$ cat src/rtl/vector_write_back_pkg.sv
// Shared definitions for the vector write-back stage: default geometry,
// SEW encoding and the SEW-to-element-count mapping.
package vector_write_back_pkg;

    localparam int VWB_VRF_WIDTH     = 128;
    localparam int VWB_VRF_DEPTH     = 32;
    localparam int VWB_WB_FIFO_DEPTH = 2;

    typedef enum logic [1:0] {
        SEW_E8  = 2'b00,
        SEW_E16 = 2'b01,
        SEW_E32 = 2'b10,
        SEW_E64 = 2'b11
    } vsew_e;

    // Number of SEW-wide elements held in one register of vlen bits.
    function automatic int unsigned elem_count(input vsew_e sew, input int unsigned vlen);
        return vlen >> (32'd3 + 32'(sew));
    endfunction

endpackage

$ cat src/rtl/vector_write_back_if.sv
// Result/VRF-write/hazard bundle between the execution units, the write-back
// stage, the register file write port and decode.
interface vector_write_back_if
    import vector_write_back_pkg::*;
#(
    parameter int VRF_WIDTH         = VWB_VRF_WIDTH,
    parameter int VRF_DEPTH         = VWB_VRF_DEPTH,
    parameter int VRF_ADDRESS_WIDTH = $clog2(VRF_DEPTH),
    parameter int WB_FIFO_DEPTH     = VWB_WB_FIFO_DEPTH,
    parameter int VL_WIDTH          = $clog2(VRF_WIDTH / 8) + 1
) ();

    logic                               result_valid_i;
    logic                               result_ready_o;
    logic [VRF_WIDTH-1:0]               result_data_i;
    logic [VRF_WIDTH-1:0]               vd_old_data_i;
    logic [VRF_WIDTH-1:0]               vmask_data_i;
    logic                               vm_i;
    logic [1:0]                         vsew_i;
    logic [VL_WIDTH-1:0]                vl_i;
    logic [VRF_ADDRESS_WIDTH-1:0]       vd_address_i;
    logic                               stall_i;
    logic [VRF_ADDRESS_WIDTH-1:0]       hazard_address_i;
    logic                               hazard_o;
    logic                               vd_write_enable_o;
    logic [VRF_ADDRESS_WIDTH-1:0]       vd_write_address_o;
    logic [VRF_WIDTH-1:0]               vd_write_data_o;
    logic [$clog2(WB_FIFO_DEPTH):0]     occupancy_o;

    modport slave (
        input  result_valid_i, result_data_i, vd_old_data_i, vmask_data_i, vm_i,
               vsew_i, vl_i, vd_address_i, stall_i, hazard_address_i,
        output result_ready_o, hazard_o, vd_write_enable_o, vd_write_address_o,
               vd_write_data_o, occupancy_o
    );

    modport master (
        output result_valid_i, result_data_i, vd_old_data_i, vmask_data_i, vm_i,
               vsew_i, vl_i, vd_address_i, stall_i, hazard_address_i,
        input  result_ready_o, hazard_o, vd_write_enable_o, vd_write_address_o,
               vd_write_data_o, occupancy_o
    );

endinterface

$ cat src/rtl/vector_write_back_merge.sv
// Combinational element merge: active elements take the new result, masked-off
// and tail elements keep the old destination contents (undisturbed policy).
module vector_mask_merge_unit
    import vector_write_back_pkg::*;
#(
    parameter int VRF_WIDTH = VWB_VRF_WIDTH,
    parameter int VL_WIDTH  = $clog2(VRF_WIDTH / 8) + 1
) (
    input  logic [VRF_WIDTH-1:0] result_data_i,
    input  logic [VRF_WIDTH-1:0] vd_old_data_i,
    input  logic [VRF_WIDTH-1:0] vmask_data_i,
    input  logic                 vm_i,
    input  logic [1:0]           vsew_i,
    input  logic [VL_WIDTH-1:0]  vl_i,
    output logic [VRF_WIDTH-1:0] merged_data_o
);

    localparam int NBYTES = VRF_WIDTH / 8;

    vsew_e               sew_s;
    logic [VL_WIDTH-1:0] elem_s;
    logic                active_s;

    assign sew_s = vsew_e'(vsew_i);

    // Work byte by byte: each byte inherits the active state of its owning element.
    always_comb begin
        merged_data_o = vd_old_data_i;
        elem_s        = {VL_WIDTH{1'b0}};
        active_s      = 1'b0;
        for (int b = 0; b < NBYTES; b++) begin
            case (sew_s)
                SEW_E8:  elem_s = VL_WIDTH'(b);
                SEW_E16: elem_s = VL_WIDTH'(b) >> 1;
                SEW_E32: elem_s = VL_WIDTH'(b) >> 2;
                SEW_E64: elem_s = VL_WIDTH'(b) >> 3;
                default: elem_s = VL_WIDTH'(b);
            endcase
            active_s = (elem_s < vl_i) && (vm_i || vmask_data_i[elem_s]);
            if (active_s) begin
                merged_data_o[b*8 +: 8] = result_data_i[b*8 +: 8];
            end else begin
                merged_data_o[b*8 +: 8] = vd_old_data_i[b*8 +: 8];
            end
        end
    end

endmodule

$ cat src/rtl/vector_write_back.sv
// Vector write-back stage: merges results, buffers them in a small FIFO that
// drives the VRF write port, and flags pending destinations for decode.
module vector_write_back
    import vector_write_back_pkg::*;
#(
    parameter int VRF_WIDTH         = VWB_VRF_WIDTH,
    parameter int VRF_DEPTH         = VWB_VRF_DEPTH,
    parameter int VRF_ADDRESS_WIDTH = $clog2(VRF_DEPTH),
    parameter int WB_FIFO_DEPTH     = VWB_WB_FIFO_DEPTH,
    parameter int VL_WIDTH          = $clog2(VRF_WIDTH / 8) + 1
) (
    input logic                clk_i,
    input logic                rst_i,
    vector_write_back_if.slave bus
);

    localparam int PTR_W = $clog2(WB_FIFO_DEPTH);
    localparam int CNT_W = PTR_W + 1;

    logic [VRF_WIDTH-1:0]         merged_s;
    logic [VRF_WIDTH-1:0]         data_mem_q [WB_FIFO_DEPTH];
    logic [VRF_ADDRESS_WIDTH-1:0] addr_mem_q [WB_FIFO_DEPTH];
    logic [WB_FIFO_DEPTH-1:0]     valid_q, valid_d;
    logic [PTR_W-1:0]             wr_ptr_q, wr_ptr_d;
    logic [PTR_W-1:0]             rd_ptr_q, rd_ptr_d;
    logic [CNT_W-1:0]             count_q, count_d;
    logic                         full_s, empty_s, push_s, pop_s, hazard_s;

    vector_mask_merge_unit #(
        .VRF_WIDTH (VRF_WIDTH),
        .VL_WIDTH  (VL_WIDTH)
    ) u_merge (
        .result_data_i (bus.result_data_i),
        .vd_old_data_i (bus.vd_old_data_i),
        .vmask_data_i  (bus.vmask_data_i),
        .vm_i          (bus.vm_i),
        .vsew_i        (bus.vsew_i),
        .vl_i          (bus.vl_i),
        .merged_data_o (merged_s)
    );

    // Readiness depends only on fullness, so a pop never opens a same-cycle slot.
    assign full_s  = (count_q == CNT_W'(WB_FIFO_DEPTH));
    assign empty_s = (count_q == {CNT_W{1'b0}});
    assign push_s  = bus.result_valid_i && !full_s;
    assign pop_s   = !empty_s && !bus.stall_i;

    // Next-state for pointers, occupancy and per-entry valid bits.
    always_comb begin
        wr_ptr_d = wr_ptr_q;
        rd_ptr_d = rd_ptr_q;
        count_d  = count_q;
        valid_d  = valid_q;
        if (pop_s) begin
            rd_ptr_d          = rd_ptr_q + PTR_W'(1);
            valid_d[rd_ptr_q] = 1'b0;
        end else begin
            rd_ptr_d = rd_ptr_q;
        end
        if (push_s) begin
            wr_ptr_d          = wr_ptr_q + PTR_W'(1);
            valid_d[wr_ptr_q] = 1'b1;
        end else begin
            wr_ptr_d = wr_ptr_q;
        end
        if (push_s && !pop_s) begin
            count_d = count_q + CNT_W'(1);
        end else if (pop_s && !push_s) begin
            count_d = count_q - CNT_W'(1);
        end else begin
            count_d = count_q;
        end
    end

    // Control state register with synchronous reset; discards all buffered entries.
    always_ff @(posedge clk_i) begin
        if (rst_i) begin
            wr_ptr_q <= {PTR_W{1'b0}};
            rd_ptr_q <= {PTR_W{1'b0}};
            count_q  <= {CNT_W{1'b0}};
            valid_q  <= {WB_FIFO_DEPTH{1'b0}};
        end else begin
            wr_ptr_q <= wr_ptr_d;
            rd_ptr_q <= rd_ptr_d;
            count_q  <= count_d;
            valid_q  <= valid_d;
        end
    end

    // Entry storage; only valid bits qualify it, so it carries no reset.
    always_ff @(posedge clk_i) begin
        if (push_s) begin
            data_mem_q[wr_ptr_q] <= merged_s;
            addr_mem_q[wr_ptr_q] <= bus.vd_address_i;
        end
    end

    // RAW hazard: any still-unwritten entry, including the head being written now.
    always_comb begin
        hazard_s = 1'b0;
        for (int i = 0; i < WB_FIFO_DEPTH; i++) begin
            if (valid_q[i] && (addr_mem_q[i] == bus.hazard_address_i)) begin
                hazard_s = 1'b1;
            end else begin
                hazard_s = hazard_s;
            end
        end
    end

    assign bus.result_ready_o     = !full_s;
    assign bus.hazard_o           = hazard_s;
    assign bus.vd_write_enable_o  = pop_s;
    assign bus.vd_write_address_o = addr_mem_q[rd_ptr_q];
    assign bus.vd_write_data_o    = data_mem_q[rd_ptr_q];
    assign bus.occupancy_o        = count_q;

endmodule

$ cat src/flat_wrapper.sv
// flat-port wrapper written by rule: the top's interface ports become plain ports
module vector_write_back_flat import vector_write_back_pkg::*;
#(
    parameter int VRF_WIDTH         = VWB_VRF_WIDTH,
    parameter int VRF_DEPTH         = VWB_VRF_DEPTH,
    parameter int VRF_ADDRESS_WIDTH = $clog2(VRF_DEPTH),
    parameter int WB_FIFO_DEPTH     = VWB_WB_FIFO_DEPTH,
    parameter int VL_WIDTH          = $clog2(VRF_WIDTH / 8) + 1
)
  (clk_i, rst_i, bus_result_valid_i, bus_result_data_i, bus_vd_old_data_i, bus_vmask_data_i, bus_vm_i, bus_vsew_i, bus_vl_i, bus_vd_address_i, bus_stall_i, bus_hazard_address_i, bus_result_ready_o, bus_hazard_o, bus_vd_write_enable_o, bus_vd_write_address_o, bus_vd_write_data_o, bus_occupancy_o);
  vector_write_back_if #(.VRF_WIDTH(VRF_WIDTH), .VRF_DEPTH(VRF_DEPTH), .VRF_ADDRESS_WIDTH(VRF_ADDRESS_WIDTH), .WB_FIFO_DEPTH(WB_FIFO_DEPTH), .VL_WIDTH(VL_WIDTH)) bus_i ();
  input logic clk_i;
  input logic rst_i;
  input wire logic [$bits(bus_i.result_valid_i)-1:0] bus_result_valid_i;
  input wire logic [$bits(bus_i.result_data_i)-1:0] bus_result_data_i;
  input wire logic [$bits(bus_i.vd_old_data_i)-1:0] bus_vd_old_data_i;
  input wire logic [$bits(bus_i.vmask_data_i)-1:0] bus_vmask_data_i;
  input wire logic [$bits(bus_i.vm_i)-1:0] bus_vm_i;
  input wire logic [$bits(bus_i.vsew_i)-1:0] bus_vsew_i;
  input wire logic [$bits(bus_i.vl_i)-1:0] bus_vl_i;
  input wire logic [$bits(bus_i.vd_address_i)-1:0] bus_vd_address_i;
  input wire logic [$bits(bus_i.stall_i)-1:0] bus_stall_i;
  input wire logic [$bits(bus_i.hazard_address_i)-1:0] bus_hazard_address_i;
  output wire logic [$bits(bus_i.result_ready_o)-1:0] bus_result_ready_o;
  output wire logic [$bits(bus_i.hazard_o)-1:0] bus_hazard_o;
  output wire logic [$bits(bus_i.vd_write_enable_o)-1:0] bus_vd_write_enable_o;
  output wire logic [$bits(bus_i.vd_write_address_o)-1:0] bus_vd_write_address_o;
  output wire logic [$bits(bus_i.vd_write_data_o)-1:0] bus_vd_write_data_o;
  output wire logic [$bits(bus_i.occupancy_o)-1:0] bus_occupancy_o;
  assign bus_i.result_valid_i = bus_result_valid_i;
  assign bus_i.result_data_i = bus_result_data_i;
  assign bus_i.vd_old_data_i = bus_vd_old_data_i;
  assign bus_i.vmask_data_i = bus_vmask_data_i;
  assign bus_i.vm_i = bus_vm_i;
  assign bus_i.vsew_i = bus_vsew_i;
  assign bus_i.vl_i = bus_vl_i;
  assign bus_i.vd_address_i = bus_vd_address_i;
  assign bus_i.stall_i = bus_stall_i;
  assign bus_i.hazard_address_i = bus_hazard_address_i;
  assign bus_result_ready_o = bus_i.result_ready_o;
  assign bus_hazard_o = bus_i.hazard_o;
  assign bus_vd_write_enable_o = bus_i.vd_write_enable_o;
  assign bus_vd_write_address_o = bus_i.vd_write_address_o;
  assign bus_vd_write_data_o = bus_i.vd_write_data_o;
  assign bus_occupancy_o = bus_i.occupancy_o;
  vector_write_back #(.VRF_WIDTH(VRF_WIDTH), .VRF_DEPTH(VRF_DEPTH), .VRF_ADDRESS_WIDTH(VRF_ADDRESS_WIDTH), .WB_FIFO_DEPTH(WB_FIFO_DEPTH), .VL_WIDTH(VL_WIDTH)) u_core (.clk_i(clk_i), .rst_i(rst_i), .bus(bus_i));
endmodule
$ cat config.mk
export PLATFORM = sky130hd
export DESIGN_NAME = vector_write_back_flat
export DESIGN_NICKNAME = d
export VERILOG_FILES = /design/src/rtl/vector_write_back_pkg.sv /design/src/rtl/vector_write_back_if.sv /design/src/rtl/vector_write_back_merge.sv /design/src/rtl/vector_write_back.sv /design/src/flat_wrapper.sv
export SDC_FILE = /design/constraint.sdc
export NUM_CORES = 1
export LEC_CHECK = 0
export CORE_ASPECT_RATIO = 1.5
export CORE_MARGIN = 2
export CORE_UTILIZATION = 30
export CTS_CLUSTER_DIAMETER = 40
export DETAILED_ROUTE_END_ITERATION = 8
export GPL_TIMING_DRIVEN = 0
export PLACE_DENSITY_LB_ADDON = 0.12
export SETUP_SLACK_MARGIN = 0.05
export SYNTH_ARGS = -nofsm -noshare
export SYNTH_HDL_FRONTEND = slang
export SYNTH_HIERARCHICAL = 1
export SYNTH_SLANG_ARGS = --single-unit
$ cat constraint.sdc
create_clock -name clk_i -period 4.09 [get_ports clk_i]
set_input_delay 0.6135 -clock clk_i [delete_from_list [all_inputs] [get_ports clk_i]]
set_output_delay 0.6135 -clock clk_i [all_outputs]
set_load 0.01 [all_outputs]
==> flow_summary_export.csv <==
group,metric,value,unit
floorplan,start_util,30.2,%
drt,drc,0,
setup_path,cp.arrival,4140,ps
drt,drtIter0Drc,525,
layout,fill_cells,4297,
setup_path,critPathLaunchType,"primary input",
layout,area_delta_synth_final,46.2,%
yosys,ys_seq_area_share,57.7,%
cts,cts_tree,"built",
global_route,grt_pass1_wl,61200,um
floorplan,num_rows,97,
setup_path,cp.required,4340,ps
yosys,async_flop_share,0,%
setup_path,critPathCaptureType,"flip-flop",
place,hpwlAfterDp,30800,um
power_and_ir_drop,ir_drop,0.305,mV
sta,setup_violations,0,
drt,first_pass_iters,5,
yosys,yosys_warnings,6,
setup_path,path_max_fanout,9,
floorplan,fp.dieH,269,um
power_and_ir_drop,p_leak,7.17,nW
drt,met2_length,23600,um
setup_path,criticalPathCategory,"in2reg",
setup_path,critPathBufInv,3,
yosys,synthXorXnorAreaFrac,1.06,%
layout,drive_gt1_share,30.6,%
hold_path,hold_depth,2,
yosys,synth_area,0.0141,mm^2
setup_path,critical-path-top-delay-family,"compound AO/OA/AOI/OAI gates",
sta,setup_slack,199,ps
yosys,synth_mux_area_share,28.2,%
setup_path,path_depth,10,
global_route,antenna_found_initial,2,
drt,vias,9419,
setup_path,reg2reg_slack,1800,ps
cts,numCtsBuffers,39,
yosys,synth_top_family_by_area,"multiplexers",
cts,htree_levels,2,
global_route,grt_use_total,16.6,%
floorplan,die_w,181,um
floorplan,die-area,0.0488,mm^2
place,numPortBuffers,430,
outcome,status,"complete, no violations",
sta,clock.fmax,257,MHz
layout,n_antenna_cell,0,
setup_path,cp_cell_sequence,"clkdlybuf4s50_1, inv_1, ha_1, nor2_2, inv_1, ha_1, a21oi_1, o22ai_1, a211oi_4, mux2_2",
layout,design_area,0.0206,mm^2
cts,cts_sinks,273,
drt,viasPerCell,4.82,
yosys,synth_compound_area_share,5.73,%
sta,post-route-period-util,95.1,%
sta,worst_pin_slew,824,ps
drt,ant_nets,0,
place,dpl-instance-area,0.0192,mm^2
drt,routed_wl,41500,um
yosys,synthesis.nets,1281,
cts,path_clk_slew,50,ps
setup_path,ff2ff_path_depth,4,
yosys,synth_edf_count,266,
global_route,grt_pass1_vias,9959,
drt,top_layer_used,"met5",
cts,cts.path.max_buffers,3,
hold_path,holdCritPathClass,"reg2reg",
place,pre_cts_slack,-661,ps
power_and_ir_drop,p_per_area,522,mW/mm^2
sta,grt_setup_unrepaired,"false",
sta,report.final.hold_viol_count,0,
run,maxCapViolations,0,
cts,insertion_delay,520,ps
global_route,grt_max_degree,75,
power_and_ir_drop,total_power,10.8,mW
sta,finClkSkew,8.55,ps
setup_path,critPathSlowestCell,"a211oi_4",
floorplan,coreArea,0.0466,mm^2
place,gp_congestion,0.888,
yosys,synth.avg_cell_area,16.4,um^2
sta,final.min_clock_period,3890,ps
drt,wl_per_cell,21.2,um
global_route,overflow,0,
cts,cts-root-buf,"clkbuf_16",
yosys,ys.flop_type,"edfxtp_1",
drt,met1_length,14500,um
sta,slew-limit-headroom,44.9,%
yosys,netlist_instances,859,
yosys,synthSimpleGateAreaFrac,3.37,%
setup_path,critPathMaxStageDelay,700,ps
yosys,synth_cell_types,63,
sta,report.final.slew_viol_count,0,
yosys,synth_seq_cells,273,
layout,nets,1755,
drt,wl_met3,2320,um
yosys,synth_fa_ha_area_share,1.42,%
floorplan,io-pin-count,544,
-- cells in the mapped netlist (2+ instances only) --
cell         n  share of area [%]
a211oi_2     2               0.18
dfxtp_1      7               0.99
a221oi_2     2               0.21
buf_1        3              0.080
o221ai_1     9               0.56
clkbuf_1    11               0.29
nor2b_1     13               0.58
nand2_1     20               0.53
xor2_1       4               0.25
inv_1       17               0.45
o221ai_4     2               0.37
buf_4        5               0.27
a21oi_1     21               0.75
mux2i_1     16                1.1
buf_6       13                1.0
o211ai_1     9               0.48
mux2_1       2               0.16
o21ai_0     17               0.60
buf_2       13               0.46
nor3_1       5               0.18
mux2_2     191                 15
nor3b_1      4               0.21
o21bai_1     2               0.11
nand3_1     11               0.39
o22ai_2      2               0.18
a2111oi_4    2               0.39
nor2_2       5               0.22
edfxtp_1   266                 57
ha_1        16                1.4
mux4_2      26                4.2
nor2_1      13               0.35
nand4_1      2              0.089
or3b_2       2               0.12
or3_1        4               0.18
o22ai_1      5               0.22
nor4_1       2              0.089
xnor2_1     13               0.81
a211oi_1     3               0.16
o221a_2      2               0.16
o21ai_2      2               0.12
mux2_4      70                7.5
nand2b_1     4               0.18
-- cells in the final DEF, fill, tap and decap left out, types with 15 or more instances in the layout --
master	count
mux4_2	26
clkdlybuf4s50_1	430
edfxtp_1	266
inv_1	15
nand2_1	20
mux2_2	191
clkbuf_16	40
a21oi_1	21
o21ai_0	17
ha_1	16
mux2_4	70
clkbuf_1	15
mux2i_1	16
-- cells by family after synthesis --
group                    count (synthesis)
AO/OA/AOI/OAI                           96
adder cells (fa/ha/maj)                 16
XOR/XNOR                                17
buffers and inverters                   62
flip-flops                             273
AND/OR/NAND/NOR                         90
multiplexers                           305
-- metrics by stage --
stage / cells / utilization [%] / setup TNS [ps] / hold WS (ps)
2_1_floorplan: 859 / - / 0 / 448
3_3_place_gp: 1883 / 41.1 / -631040 / 484
3_5_place_dp: 1885 / 41.2 / -48910 / 500
4_1_cts: 1955 / 44.2 / 0 / 508
5_1_grt: 1956 / 44.2 / 0 / 540
6_report: 1956 / 44.2 / 0 / 503
-- power by group --
part           switching [mW]  internal, mW
sequential             0.0941          3.59
combinational            1.60          2.00
clock                    1.27          2.20
total                    2.97          7.80
-- routing by layer --
metal	track usage, %	up-vias
met1	17.1	4665
li1	-	4355
met4	5.52	2
met2	32.8	335
met3	3.21	62
met5	0	-
-- worst reg2reg max path, stage by stage, from the launching register on --
cell and delay, ps:
dfxtp_1 440, nand2b_1 240, nand3b_1 230, inv_6 520, buf_16 370
-- sequential cells by signal (all words and copies together) (netlist names), named ones only --
register and cells:
u_core/bus.occupancy_o 2, u_core/valid_q 2, u_core/data_mem_q 256, u_core/rd_ptr_q 1, u_core/wr_ptr_q 1, u_core/addr_mem_q 10
-- area by class of cell --
class,instances,area (um^2),share of cell area (%)
plain buffers,45,302,1.46
well taps,594,743,3.61
multi-input cells,524,5620,27.3
repair buffers,433,4380,21.3
flip-flops and latches,273,8130,39.4
clock inverters,26,349,1.69
clock buffers,44,1020,4.93
inverters,17,73.8,0.358
-- worst paths after layout --
kind,start,to
max,bus_vsew_i[1],u_core/data_mem_q[0][95]
max reg2reg,u_core/bus.occupancy_o[0],u_core/data_mem_q[0][10]
min reg2reg,u_core/valid_q[0],u_core/valid_q[0]
min,u_core/valid_q[0],u_core/valid_q[0]
-- what timing repair did --
item,CTS,global route
buffers inserted,0,1
endpoints found under the setup margin,32,32
resized for setup,2,0
pin swaps,0,1
hold buffers,0,0
No activity file was read; power rests on OpenSTA's default activity.
